File: src/rtl/mips_multi_hs.sv
// Multicycle MIPS core (lw/sw/R-type/addi/beq/bne/j) with a req/ready unified memory port.
// Optional perf counters (cycle_cnt, instret_cnt) are built when MIPS_PERF_CNT_EN is defined.
module mips_multi_hs #(
    parameter logic [31:0] RESET_PC        = 32'h0000_0000,
    parameter int unsigned HALT_ON_ILLEGAL = 1
) (
    input  logic        clk,
    input  logic        reset,
    output logic        mem_req,
    output logic        mem_we,
    output logic [31:0] mem_addr,
    output logic [31:0] mem_wdata,
    input  logic [31:0] mem_rdata,
    input  logic        mem_ready,
    output logic [31:0] pc_out,
    output logic        halted
`ifdef MIPS_PERF_CNT_EN
    ,
    output logic [31:0] cycle_cnt,
    output logic [31:0] instret_cnt
`endif
);

    typedef enum logic [3:0] {
        StStart, StFetch, StDecode, StMemAdr, StMemRd, StMemWb, StMemWr,
        StExec, StAluWb, StAddiEx, StAddiWb, StBranch, StJump, StHalt
    } state_e;

    localparam logic [5:0] OpRtype = 6'h00;
    localparam logic [5:0] OpJ     = 6'h02;
    localparam logic [5:0] OpBeq   = 6'h04;
    localparam logic [5:0] OpBne   = 6'h05;
    localparam logic [5:0] OpAddi  = 6'h08;
    localparam logic [5:0] OpLw    = 6'h23;
    localparam logic [5:0] OpSw    = 6'h2B;

    state_e      r_state, w_state_next;
    logic [31:0] r_pc, r_ir, r_a, r_b, r_alu, r_mdr;
    logic [31:0] r_rf [32];

    logic [5:0]  w_op, w_funct;
    logic [4:0]  w_rs, w_rt, w_rd;
    logic [31:0] w_simm, w_alu_res;
    logic        w_funct_ok, w_take, w_req;
    logic        w_rf_we;
    logic [4:0]  w_rf_waddr;
    logic [31:0] w_rf_wdata;
    state_e      w_illegal_next;

    assign w_op    = r_ir[31:26];
    assign w_rs    = r_ir[25:21];
    assign w_rt    = r_ir[20:16];
    assign w_rd    = r_ir[15:11];
    assign w_funct = r_ir[5:0];
    assign w_simm  = {{16{r_ir[15]}}, r_ir[15:0]};
    assign w_take  = (w_op == OpBne) ? (r_a != r_b) : (r_a == r_b);
    assign w_illegal_next = (HALT_ON_ILLEGAL != 0) ? StHalt : StFetch;

    always_comb begin
        w_alu_res  = '0;
        w_funct_ok = 1'b1;
        case (w_funct)
            6'h20:   w_alu_res = r_a + r_b;
            6'h22:   w_alu_res = r_a - r_b;
            6'h24:   w_alu_res = r_a & r_b;
            6'h25:   w_alu_res = r_a | r_b;
            6'h2A:   w_alu_res = {31'b0, $signed(r_a) < $signed(r_b)};
            default: w_funct_ok = 1'b0;
        endcase
    end

    always_comb begin
        w_state_next = r_state;
        w_req        = 1'b0;
        mem_we       = 1'b0;
        mem_addr     = r_pc;
        mem_wdata    = '0;
        w_rf_we      = 1'b0;
        w_rf_waddr   = w_rt;
        w_rf_wdata   = r_alu;
        unique case (r_state)
            StStart:  w_state_next = StFetch;
            StFetch: begin
                w_req = 1'b1;
                if (mem_ready) w_state_next = StDecode;
            end
            StDecode: begin
                case (w_op)
                    OpLw, OpSw:   w_state_next = StMemAdr;
                    OpRtype:      w_state_next = StExec;
                    OpAddi:       w_state_next = StAddiEx;
                    OpBeq, OpBne: w_state_next = StBranch;
                    OpJ:          w_state_next = StJump;
                    default:      w_state_next = w_illegal_next;
                endcase
            end
            StMemAdr: w_state_next = (w_op == OpLw) ? StMemRd : StMemWr;
            StMemRd: begin
                w_req    = 1'b1;
                mem_addr = r_alu;
                if (mem_ready) w_state_next = StMemWb;
            end
            StMemWb: begin
                w_rf_we      = 1'b1;
                w_rf_wdata   = r_mdr;
                w_state_next = StFetch;
            end
            StMemWr: begin
                w_req     = 1'b1;
                mem_we    = 1'b1;
                mem_addr  = r_alu;
                mem_wdata = r_b;
                if (mem_ready) w_state_next = StFetch;
            end
            StExec:   w_state_next = w_funct_ok ? StAluWb : w_illegal_next;
            StAluWb: begin
                w_rf_we      = 1'b1;
                w_rf_waddr   = w_rd;
                w_state_next = StFetch;
            end
            StAddiEx: w_state_next = StAddiWb;
            StAddiWb: begin
                w_rf_we      = 1'b1;
                w_state_next = StFetch;
            end
            StBranch: w_state_next = StFetch;
            StJump:   w_state_next = StFetch;
            StHalt:   w_state_next = StHalt;
            default:  w_state_next = StHalt;
        endcase
    end

    // Gate with reset so the request drops the instant reset asserts.
    assign mem_req = w_req & reset;
    assign pc_out  = r_pc;
    assign halted  = (r_state == StHalt);

    always_ff @(posedge clk or negedge reset) begin
        if (!reset) begin
            r_state <= StStart;
            r_pc    <= RESET_PC;
            r_ir    <= '0;
            r_a     <= '0;
            r_b     <= '0;
            r_alu   <= '0;
            r_mdr   <= '0;
        end else begin
            r_state <= w_state_next;
            case (r_state)
                StFetch: begin
                    if (mem_ready) begin
                        r_ir <= mem_rdata;
                        r_pc <= r_pc + 32'd4;
                    end
                end
                StDecode: begin
                    r_a   <= r_rf[w_rs];
                    r_b   <= r_rf[w_rt];
                    r_alu <= r_pc + (w_simm << 2);
                end
                StMemAdr: r_alu <= r_a + w_simm;
                StMemRd:  if (mem_ready) r_mdr <= mem_rdata;
                StExec:   r_alu <= w_alu_res;
                StAddiEx: r_alu <= r_a + w_simm;
                StBranch: if (w_take) r_pc <= r_alu;
                StJump:   r_pc <= {r_pc[31:28], r_ir[25:0], 2'b00};
                default:  ;
            endcase
        end
    end

    // r0 is never written, so it always reads back as zero.
    always_ff @(posedge clk or negedge reset) begin
        if (!reset) begin
            for (int i = 0; i < 32; i++) r_rf[i] <= '0;
        end else if (w_rf_we && (w_rf_waddr != 5'd0)) begin
            r_rf[w_rf_waddr] <= w_rf_wdata;
        end
    end

`ifdef MIPS_PERF_CNT_EN
    logic [31:0] r_cycle_cnt, r_instret_cnt;
    logic        w_retire;

    // Any entry into FETCH from a state other than START/FETCH retires one instruction.
    assign w_retire = (w_state_next == StFetch) && (r_state != StStart) && (r_state != StFetch);

    always_ff @(posedge clk or negedge reset) begin
        if (!reset) begin
            r_cycle_cnt   <= '0;
            r_instret_cnt <= '0;
        end else begin
            if ((r_state != StStart) && (r_state != StHalt)) r_cycle_cnt <= r_cycle_cnt + 32'd1;
            if (w_retire) r_instret_cnt <= r_instret_cnt + 32'd1;
        end
    end

    assign cycle_cnt   = r_cycle_cnt;
    assign instret_cnt = r_instret_cnt;
`endif

endmodule
File: config.mk
export PLATFORM = sky130hd
export DESIGN_NAME = mips_multi_hs
export DESIGN_NICKNAME = d
export VERILOG_FILES = /design/src/rtl/mips_multi_hs.sv
export SDC_FILE = /design/constraint.sdc
export NUM_CORES = 2
export LEC_CHECK = 0
export ABC_AREA = 0
export BUFFER_PORTS_ARGS = -buffer_cell sky130_fd_sc_hd__buf_4
export CAP_MARGIN = 30
export CELL_PAD_IN_SITES_DETAIL_PLACEMENT = 2
export CELL_PAD_IN_SITES_GLOBAL_PLACEMENT = 2
export CORE_MARGIN = 8
export CORE_UTILIZATION = 43
export CTS_CLUSTER_SIZE = 12
export DETAILED_ROUTE_END_ITERATION = 10
export PLACE_DENSITY = 0.86
export SYNTH_ARGS = -nofsm -noshare
export SYNTH_HDL_FRONTEND = slang
export SYNTH_SLANG_ARGS = --single-unit
export TNS_END_PERCENT = 30
File: constraint.sdc
create_clock -name clk -period 3.85 [get_ports clk]
set_clock_uncertainty 0.15 [all_clocks]
set_input_delay 0.385 -clock clk [delete_from_list [all_inputs] [get_ports clk]]
set_output_delay 0.385 -clock clk [all_outputs]
set_load 0.02 [all_outputs]
==> Word-level counts from Yosys, hierarchy flattened <==
Index checks and enable logic that the tools add are counted.
{ "classes": {"order_cmp": 5, "n_bitwise": 7, "n_reduce_logical": 21, "add_sub_neg": 5, "muxes": 30, "n_eq_ne": 30} }
{ "op_table": {"columns": ["cell", "count"], "rows": [
  ["bitwise mux 1024 bit", 1],
  ["binary-select mux 32 bit (select 5 bit)", 2],
  ["2-to-1 mux 32 bit", 10],
  ["case mux 32 bit (3 select lines)", 2],
  ["demux 32 bit (select 5 bit)", 1],
  ["case mux 32 bit (5 select lines)", 1],
  ["adder 32 bit", 3],
  ["equality test 6 bit (second input constant)", 7],
  ["adder 32 x 3 -> 32 bit (second input constant)", 1],
  ["AND 32 bit", 1],
  ["equality test 32 bit", 1],
  ["< comparator 32 bit", 1],
  ["!= test 32 bit", 1],
  ["bitwise OR 32 bit", 1],
  ["case mux 4 bit (8 select lines)", 1],
  ["subtractor 32 bit", 1],
  ["equality test 4 bit (second input constant)", 6],
  ["case mux 4 bit (5 select lines)", 1],
  [">= comparator 6 bit (second input constant)", 3],
  ["inverter 5 -> 6 bit", 3],
  ["equality test 4 x 3 -> 1 bit (second input constant)", 4],
  ["equality test 6 x 3 -> 1 bit (second input constant)", 2],
  ["2-to-1 mux 4 bit", 3],
  ["equality test 4 x 2 -> 1 bit (second input constant)", 2],
  ["other kinds (24)", 39]
]} }
{ "totals": {"out_inout_bits": 99, "wordCells": 138, "inputBits": 35, "ff_bits": 1220} }

==> Logic depth before layout (Yosys ltp) <==
{ "logic_depth": {"ltp_word": 8, "depth_mapped": 14, "mapped_depth_nobuf": 13} }

==> Least setup slack after synthesis <==
Ideal clock, no wire load.
{ "synth_path": {"path_kind": "flip-flop to flip-flop", "startpoint": "register r_ir[1]", "endpoint": "register r_alu[30]", "synth_period_minus_slack_ns": 3.304, "stages_incl_launch_ff": 15, "required_ns": 3.571, "path_buffers": 2, "setup_ns": 0.129, "arrival_ns": 3.026, "setup_slack_ns": 0.546, "cell_sequence": "dfrtp_1 inv_1 clkbuf_1 clkbuf_1 fa_1 nand2b_1 a21oi_1 o41a_1 o21ai_1 o31ai_1 a211oi_1 o21ai_0 xnor2_1 o21ai_0 a21oi_1"} }
{ "synth_between": {"elab_chain_len": 3, "word_cells_on_any_way": 9, "classes_between": "add/sub (2); eq/ne (5); mux (2)"} }
{ "synth_lines": {"columns": ["item", "line", "source"], "rows": [
  ["from (decl)", "38", "logic [31:0] r_pc, r_ir, r_a, r_b, r_alu, r_mdr;"],
  ["from (signal assigned)", "152", "r_ir <= mem_rdata;"],
  ["branches (longest 2 deep; another with adder 32 bit)", null, null],
  ["case mux 32 bit (3 select lines) *", "149", "case (r_state)"],
  ["to (signal assigned)", "159", "r_alu <= r_pc + (w_simm << 2);"],
  ["to (signal assigned)", "161", "StMemAdr: r_alu <= r_a + w_simm;"],
  ["to (signal assigned)", "163", "StExec: r_alu <= w_alu_res;"],
  ["to (decl)", "38", null]
]} }
Every way passes the cells marked *.
A chain may end at the register's enable or synchronous reset.

==> Final worst setup path <==
{ "layout_path": {"startpoint": "register r_ir[17]", "endpoint": "register r_b[4]"} }
{ "layout_between": {"elab_chain_len": 4} }
{ "layout_lines": {"columns": ["item", "line", "source"], "rows": [
  ["inverter 5 -> 6 bit (not written as such)", "158", "r_b <= r_rf[w_rt];"],
  ["binary-select mux 32 bit (select 5 bit)", "158", null],
  ["2-to-1 mux 32 bit (not written as such) (2 in series)", "158", null],
  ["to (signal assigned)", "158", null],
  ["to (decl)", "38", null]
]} }
Every way passes these cells. The select of a mux whose other input is x is not followed.

==> results.json <==
{
  "status": "finished with violations",
  "violations": "hold timing, setup timing",
  "layout_setup_ws_ns": -0.1446,
  "ir_drop_mv": 0.5083,
  "timing.final.crit_share_pct": 103.8,
  "final_core_util_pct": 49.76,
  "globalRouteOverflowTotal": 0,
  "grt_max_degree": 160,
  "wl_per_cell_um": 44.60,
  "max_clock_freq_ghz": 0.2503,
  "first_global_vias": 73250,
  "cpMostUsedCell": "mux4_2",
  "slew_headroom_pct": 24.26,
  "num_vias": 67330,
  "gp_congestion": 0.9365,
  "tns_ns": -0.5718,
  "ys_seq_area_share_pct": 44.13,
  "clockBufferDepth": 3,
  "synth_common_cells": "1220 x dfrtp_1, 870 x nand2_1, 862 x o21ai_0, 640 x mux4_2, 504 x nor2_1",
  "synth_flop_cell": "dfrtp_1",
  "fp.dieW_um": 417.1,
  "report.final.slew_viol_count": 0,
  "synth-edff-count": 0,
  "yosysWarnings": 0,
  "vias_per_cell": 7.737,
  "syn_area_um2": 69190,
  "drv_cap": 0,
  "cts_tree": "yes",
  "fin_nets": 6616,
  "core_um2": 160200,
  "post-dp-hpwl_mm": 204.6,
  "synth.most_common_cell": "dfrtp_1",
  "path_clk_slew_ns": 0.07,
  "cp_max_fo": 46,
  "worstPathRequired_ns": 4.32,
  "place_ws_ns": 0.07571,
  "clockRootBuffer": "clkbuf_16",
  "port-buffer-count": 133,
  "routed_wl_mm": 388.1,
  "worstPathCellList": "buf_4 -> mux4_2 -> mux4_2 -> mux2i_1 -> o21ai_0",
  "cp.arrival_ns": 4.47,
  "min_period_ns": 3.995,
  "post-synth-top-area-cell": "dfrtp_1",
  "startpoint_type": "register",
  "hold_slack_ns": -0.02071,
  "synth_cell_type_count": 95,
  "finalSetupViolations": 11,
  "grt_pass1_wl_mm": 555.1,
  "crit_path_end_kind": "register",
  "synth_nets": 6586,
  "p_leak_nw": 34.19,
  "slowest_stage": "dfrtp_4",
  "clk_latency_ns": 0.87,
  "antenna_left": 0,
  "worst_pin_slew_ns": 1.136,
  "initial_utilization_pct": 43.19,
  "avgSynthCellArea_um2": 10.85,
  "first_pass_iters": 8,
  "drc": 0,
  "cts_buffers": 142,
  "critPathKind": "register to register",
  "antenna_found_initial": 39,
  "yosys-top-cells-area": "dfrtp_1 44%, mux4_2 21%, o21ai_0 6.2%, nand2_1 4.7%, a21oi_1 3.6%",
  "powerDensity_nw_per_um2": 1064,
  "drt_iter0_drc": 10144,
  "dieArea_um2": 174000,
  "htreeDepth": 4,
  "fp-row-count": 147,
  "hold_violations": 3,
  "synth_async_sr_flop_share_pct": 100.0,
  "hold_class": "input port to asynchronous set/reset pin",
  "yosysTopAreaCellShare_pct": 44.13,
  "synth-seq-cells": 1220,
  "numClockSinks": 1220,
  "slowest_delay_ns": 1.17,
  "drive_above_1_share_pct": 24.15,
  "grtUsageTotal_pct": 43.63,
  "die_y_um": 417.1,
  "postSynthCellCount": 6378,
  "ioPinCount": 134,
  "areaGrowthSynthToFinish_pct": 15.21
}
-- final timing paths --
path | cells past startpoint | end | slack [ns] | start
max | 5 | r_b[4] | -0.14 | r_ir[17]
max in group asynchronous | 3 | r_rf[931] | 2.01 | reset
min in group clk | 3 | r_ir[2] | 0.20 | mem_rdata[2]
min reg2reg | 0 | r_rf[1011] | 0.25 | r_rf[1011]
max reg2reg | 5 | r_b[4] | -0.14 | r_ir[17]
min | 2 | r_rf[584] | -0.02 | reset
-- where the power goes --
group	switching [W]	total [W]	internal [W]	leakage (nW)
registers	0.00754	0.0249	0.0174	16.3
clock network	0.00672	0.0149	0.00823	2.36
logic	0.0280	0.0450	0.0170	15.6
-- placed cells by master (no fill, tap or decap), types with 20 or more instances in the layout --
| cell | netlist | layout |
|---|---|---|
| a31oi_1 | 31 | 30 |
| buf_12 | 0 | 84 |
| o22ai_1 | 29 | 29 |
| o21bai_1 | 21 | 21 |
| diode_2 | 0 | 29 |
| clkinv_2 | 0 | 20 |
| nor2_1 | 504 | 498 |
| nand2_1 | 870 | 850 |
| a21oi_1 | 497 | 494 |
| buf_4 | 5 | 360 |
| xor2_1 | 26 | 26 |
| clkbuf_16 | 0 | 147 |
| inv_1 | 126 | 126 |
| nor3_1 | 36 | 34 |
| mux4_2 | 640 | 640 |
| o21ai_1 | 25 | 28 |
| mux2i_2 | 0 | 32 |
| o21ai_0 | 862 | 859 |
| dlygate4sd3_1 | 0 | 34 |
| ha_1 | 169 | 156 |
| a221oi_1 | 28 | 25 |
| a211oi_1 | 28 | 23 |
| and3_1 | 50 | 50 |
| nand3_1 | 37 | 36 |
| mux2_2 | 92 | 92 |
| clkbuf_1 | 445 | 29 |
| dfrtp_1 | 1220 | 1193 |
| clkbuf_8 | 0 | 30 |
| a21o_1 | 35 | 35 |
| xnor2_1 | 60 | 60 |
| mux2i_1 | 103 | 71 |
-- repair_timing --
| action | in CTS | in global routing |
|---|---|---|
| gates resized for setup | 7 | 59 |
| buffers inserted | 0 | 0 |
| hold buffers | 34 | 0 |
| setup endpoints to repair | 37 | 81 |
| hold endpoints to repair | 239 | 0 |
| pin swaps | 0 | 1 |
-- kinds of logic (layout without fill, tap and decap cells) --
logic type	Yosys count	after routing	synth area share [%]
buffers and inverters	721	856	4.172
and+or+nand+nor	1639	1639	9.901
DFF	1220	1220	44.13
muxes	835	835	23.82
other	0	29	0
AOI/OAI and AO/OA	1704	1704	13.72
adders and majority gates	173	173	3.172
xor gates and xnor gates	86	86	1.089
-- critical path, delay by kind of cell, from the launching register on --
kind / cells / cell delay, ns
mux: 3 / 1.55
flops: 1 / 1.17
buf+inv: 1 / 0.57
compound gates: 1 / 0.34
-- sequential cells by signal, summed over array words and instances (netlist names) --
signal / cells
r_alu: 32
r_state: 4
r_ir: 32
pc_out: 32
r_a: 32
r_mdr: 32
r_rf: 1024
r_b: 32
-- area by class of cell --
class                           instances  area (µm²)
Fill cell                           15281       80490
Multi-Input combinational cell       4437       36340
Sequential cell                      1220       30590
Timing Repair Buffer                  480        4763
Clock buffer                          206        4200
Tap cell                             2160        2703
Clock inverter                         43       566.8
Inverter                              127       476.7
Antenna cell                           29       72.57
-- per-stage QoR --
stage	hold slack [ns]	cells	area (µm²)	total power [W]
6_report	-0.02071	8702	79710	0.08482
4_1_cts	0.05276	8670	79400	0.07995
5_1_grt	0.06209	8676	79650	0.08574
3_3_place_gp	0.2264	8386	74240	0.05891
3_5_place_dp	0.2360	8387	74270	0.06250
2_1_floorplan	-0.06059	6378	69190	0.04603
-- layer usage --
metal,global-route usage (%),share of wire (%),wire length [µm],vias to the layer above
li1,-,-,-,23340
met1,48.92,33,126300,34124
met2,65.76,44,171000,6831
met3,15.99,12,47800,3005
met4,37.61,11,42760,30
met5,0.02778,0.060,233,-
No activity file was read; power rests on OpenSTA's default activity.
